**config.mk**
```make
export PLATFORM = sky130hd
export DESIGN_NAME = ldtu_seq_ctrl
export DESIGN_NICKNAME = d
export VERILOG_FILES = /design/src/rtl/ldtu_seq_ctrl.sv
export SDC_FILE = /design/constraint.sdc
export NUM_CORES = 1
export LEC_CHECK = 0
export ABC_AREA = 1
export ABC_CLOCK_PERIOD_IN_PS = 2600
export CORE_UTILIZATION = 50
export DETAILED_ROUTE_END_ITERATION = 7
export PLACE_DENSITY = 0.81
export SLEW_MARGIN = 5
export SYNTH_ARGS = -nofsm -noshare
export SYNTH_HDL_FRONTEND = slang
export SYNTH_SLANG_ARGS = --single-unit
```
**constraint.sdc**
```tcl
create_clock -name CLK -period 2.6 [get_ports CLK]
set_clock_uncertainty 0.05 [all_clocks]
set_input_delay 0.52 -clock CLK [delete_from_list [all_inputs] [get_ports CLK]]
set_output_delay 0.52 -clock CLK [all_outputs]
set_load 0.01 [all_outputs]
```
**src/rtl/ldtu_seq_ctrl.sv**
```systemverilog
// LDTU datapath sequencer: datapath reset, calibration wait, sync-word alignment, run/test modes.
// Latency: outputs are flops loaded from the next-state decode, so they change on the same edge as state.
// Backpressure: none; SYNC holds until handshake, and CALWAIT gives up after CAL_TMO busy cycles.
module ldtu_seq_ctrl #(
  parameter int unsigned RST_LEN  = 8,
  parameter int unsigned CAL_TMO  = 1023,
  parameter logic [31:0] SYNC_PAT = 32'h5A5AF00F
) (
  input  logic        CLK,
  input  logic        RST_N,
  input  logic        START,
  input  logic        CALIBRATION_BUSY,
  input  logic        TEST_ENABLE,
  input  logic        handshake,
  output logic        dp_reset,
  output logic        sel_atu,
  output logic        sync_insert,
  output logic [31:0] SYNC_WORD,
  output logic        ready,
  output logic [2:0]  state,
  output logic        cal_timeout_err,
  output logic [7:0]  resync_cnt
);

  typedef enum logic [2:0] {
    S_IDLE    = 3'd0,
    S_DPRST   = 3'd1,
    S_CALWAIT = 3'd2,
    S_SYNC    = 3'd3,
    S_RUN     = 3'd4,
    S_TEST    = 3'd5,
    S_BAD6    = 3'd6,
    S_BAD7    = 3'd7
  } state_t;

  // DPRST counts down from RST_LEN-1; CALWAIT counts busy cycles up to CAL_TMO-1.
  localparam logic [9:0] RST_LOAD = 10'(RST_LEN - 1);
  localparam logic [9:0] CAL_LAST = 10'(CAL_TMO - 1);

  state_t     cur;
  state_t     nxt;
  logic [9:0] cnt;
  logic [9:0] cnt_nxt;
  logic       err_nxt;
  logic [7:0] rsc_nxt;

  assign state = cur;

  // State, dwell counter, sticky error and resequence counter.
  always_ff @(posedge CLK or negedge RST_N) begin
    if (!RST_N) begin
      cur             <= S_IDLE;
      cnt             <= '0;
      cal_timeout_err <= 1'b0;
      resync_cnt      <= '0;
    end else begin
      cur             <= nxt;
      cnt             <= cnt_nxt;
      cal_timeout_err <= err_nxt;
      resync_cnt      <= rsc_nxt;
    end
  end

  // Next-state logic; calibration busy always wins over handshake, test and start.
  always_comb begin
    nxt     = cur;
    cnt_nxt = cnt;
    err_nxt = cal_timeout_err;
    rsc_nxt = resync_cnt;
    case (cur)
      S_IDLE: begin
        if (START) begin
          nxt     = S_DPRST;
          cnt_nxt = RST_LOAD;
          err_nxt = 1'b0;
        end
      end
      S_DPRST: begin
        if (cnt == '0) begin
          nxt     = S_CALWAIT;
          cnt_nxt = '0;
        end else begin
          cnt_nxt = cnt - 10'd1;
        end
      end
      S_CALWAIT: begin
        if (!CALIBRATION_BUSY) begin
          nxt     = S_SYNC;
          cnt_nxt = '0;
          if (resync_cnt != 8'hFF) rsc_nxt = resync_cnt + 8'd1;
        end else if (cnt == CAL_LAST) begin
          nxt     = S_IDLE;
          cnt_nxt = '0;
          err_nxt = 1'b1;
        end else begin
          cnt_nxt = cnt + 10'd1;
        end
      end
      S_SYNC: begin
        if (CALIBRATION_BUSY) begin
          nxt     = S_CALWAIT;
          cnt_nxt = '0;
        end else if (handshake) begin
          nxt = S_RUN;
        end
      end
      S_RUN: begin
        if (CALIBRATION_BUSY) begin
          nxt     = S_CALWAIT;
          cnt_nxt = '0;
        end else if (TEST_ENABLE) begin
          nxt = S_TEST;
        end else if (START) begin
          nxt     = S_DPRST;
          cnt_nxt = RST_LOAD;
        end
      end
      S_TEST: begin
        if (!TEST_ENABLE) begin
          nxt     = S_DPRST;
          cnt_nxt = RST_LOAD;
        end
      end
      default: begin
        nxt     = S_IDLE;
        cnt_nxt = '0;
      end
    endcase
  end

  // Registered Moore decode of the state being entered, so outputs line up with state.
  always_ff @(posedge CLK or negedge RST_N) begin
    if (!RST_N) begin
      dp_reset    <= 1'b1;
      sel_atu     <= 1'b0;
      sync_insert <= 1'b0;
      SYNC_WORD   <= '0;
      ready       <= 1'b0;
    end else begin
      dp_reset    <= (nxt == S_IDLE) || (nxt == S_DPRST) ||
                     (nxt == S_CALWAIT) || (nxt == S_TEST);
      sel_atu     <= (nxt == S_TEST);
      sync_insert <= (nxt == S_SYNC);
      SYNC_WORD   <= (nxt == S_SYNC) ? SYNC_PAT : 32'h0;
      ready       <= (nxt == S_RUN);
    end
  end

endmodule

```
==> impl_metrics.json <==
{
  "grt_setup_unrepaired": "no",
  "hpwlAfterDp_mm": 3.65,
  "n_antenna_cell": 0,
  "grt_pass1_wl_mm": 7.47,
  "slowest_delay_ps": 630,
  "cp_num_buf_inv": 1,
  "synth_top_area_share_pct": 29.2,
  "crit_path_start_kind": "register",
  "fin_setup_tns_ps": 0,
  "drtPass1Iterations": 4,
  "hold_slack_ps": 479,
  "seq_area_um2": 652,
  "yosys-top-cells-area": "dfrtp_1, nand2_1, buf_4",
  "netlist_instances": 307,
  "r2r_cells": 9,
  "drive_gt1_share_pct": 8.26,
  "cts_sinks": 26,
  "critPathLaunch": "SYNC_WORD[28]",
  "start_util_pct": 52.8,
  "netlist_area_mm2": 0.00214,
  "cts_max_level": 1,
  "cts-resized-gates": 0,
  "r2r_slack_ps": 620,
  "die_area_mm2": 0.00455,
  "ctsHoldBuffers": 0,
  "avgViaCountPerCell": 5.11,
  "finalHoldViolations": 0,
  "crit_arrival_ps": 1500,
  "setup_violations": 0,
  "max_freq_mhz": 483,
  "die_width_um": 67.5,
  "rows": 23,
  "routabilityCongestion": 0.897,
  "outcome": "complete, no violations",
  "ys_async_sr_fraction_pct": 100,
  "syn2layout_area_growth_pct": 12.8,
  "drcViolationCount": 0,
  "core_area_mm2": 0.00406,
  "period_minus_slack_ps": 2070,
  "ir_drop_uv": 627,
  "r2r_start": "cnt[0]",
  "cts_made_buffers": 3,
  "synth_edf_count": 0,
  "antenna_found_initial": 0,
  "p_per_area_mw_per_mm2": 1090,
  "critical_path_class": "register to output pin",
  "power_leakage_uw": 0.00122,
  "period_share_pct": 79.7,
  "grt_pass1_vias": 1670,
  "reg2reg_to": "cnt[1]",
  "grt_start_max_net_pins": 27,
  "antenna_left": 0,
  "cts_tree": "yes",
  "post_cts_buffers": 0,
  "n_fill_cell": 374,
  "io_pins": 54,
  "cp_slowest_cell": "clkdlybuf4s50_1",
  "avgSynthCellArea_um2": 6.98,
  "clock_path_buffers": 2,
  "wl_mm": 4.68,
  "multi_input_area_mm2": 0.00114,
  "grt_util_all_layers_pct": 21.8,
  "yosysUniqueCellTypes": 31,
  "cp_top_family": "buffers and inverters",
  "io_buffers": 37,
  "cp-end-kind": "output pin",
  "hp-start": "cal_timeout_err",
  "path_depth": 1,
  "maxCapViolCount": 0,
  "root_buffer": "clkbuf_8",
  "num-nets-final": 338,
  "synthMostInstantiatedCell": "nand2_1",
  "grt_overflow_total": 0,
  "yosysWarningCount": 0,
  "yosysTopAreaCell": "dfrtp_1",
  "synth-seq-area-share_pct": 30.4,
  "hold_class": "register to register",
  "path_cells": "clkdlybuf4s50_1",
  "endpoint": "SYNC_WORD[12]",
  "slew_violations": 0,
  "crit_required_ps": 2030,
  "via_count": 1926,
  "wl_per_cell_um": 12.4,
  "path_clk_slew_ps": 100,
  "dr.first_iter.drc_count": 216,
  "clk_latency_ps": 270,
  "synth-seq-cells": 26,
  "die_y_um": 67.5,
  "synthFlopType": "dfrtp_1",
  "crit_fanout": 17,
  "synth_commonest_cells": "nand2_1, nand3_1, buf_4, inv_1, nor2_1"
}
## area by class of cell
cell class | count | area share (%)
clock buffer | 4 | 2.28
inverter | 33 | 5.18
multi-input combinational | 226 | 47.3
sequential | 26 | 27.0
tap | 50 | 2.59
timing repair buffer | 38 | 15.6
## layout by cell type (no fill, tap or decap), types with 2 or more instances in the layout
cell,count
nand2_1,87
clkdlybuf4s50_1,37
nand3_1,35
inv_1,29
nor2_1,29
dfrtp_1,25
conb_1,16
xor2_1,10
a21oi_1,8
nand4_1,7
o21ai_0,6
ha_1,4
clkbuf_8,4
nor3_4,3
inv_2,3
nor2_2,3
nand2_2,3
nand3_2,2
a21oi_2,2
nor2_4,2
xnor2_1,2
## worst min path at each step
stage,to,cells after the start
floorplan,SYNC_WORD[28],0
global placement,cal_timeout_err,1
detailed placement,resync_cnt[3],1
CTS,resync_cnt[3],1
global route,resync_cnt[3],1
finish,cal_timeout_err,1
## metrics by stage
step	total power [µW]	utilization, %	area (µm²)	instances	setup WS (ps)
finish	2640	59.5	2420	377	527
global route	2860	59.5	2420	377	422
CTS	2640	59.5	2420	377	493
detailed placement	2370	58.2	2360	373	459
global placement	2350	58.2	2360	373	474
floorplan	1930	-	2200	322	998
## state kept, by name (all words and copies together), names as in the netlist
register	cells
cnt	10
resync_cnt	8
state	3
SYNC_WORD	1
cal_timeout_err	1
dp_reset	1
ready	1
sel_atu	1
## logic make-up (layout without fill, tap and decap cells)
family | after synthesis | in the layout | synth area share, %
and+or+nand+nor | 173 | 173 | 37.2
DFF | 26 | 26 | 30.4
buffers and inverters | 70 | 75 | 18.8
adders and majority gates | 4 | 4 | 2.34
other | 1 | 16 | 0.175
AOI/OAI and AO/OA | 21 | 21 | 6.13
xor gates and xnor gates | 12 | 12 | 4.91
## power by group
part | total [µW] | switching, µW | internal (µW)
logic | 1590 | 916 | 677
registers | 789 | 243 | 546
clock network | 260 | 124 | 135
total | 2640 | 1280 | 1360
## layer usage
| layer | routed length, µm | track usage (%) | up-vias |
|---|---|---|---|
| li1 | - | - | 964 |
| met1 | 2070 | 28.9 | 883 |
| met2 | 2280 | 37.4 | 75 |
| met3 | 290 | 3.38 | 4 |
| met4 | 35 | 4.79 | 0 |
| met5 | 0 | 0 | - |
Power figures use the tool's default switching activity.
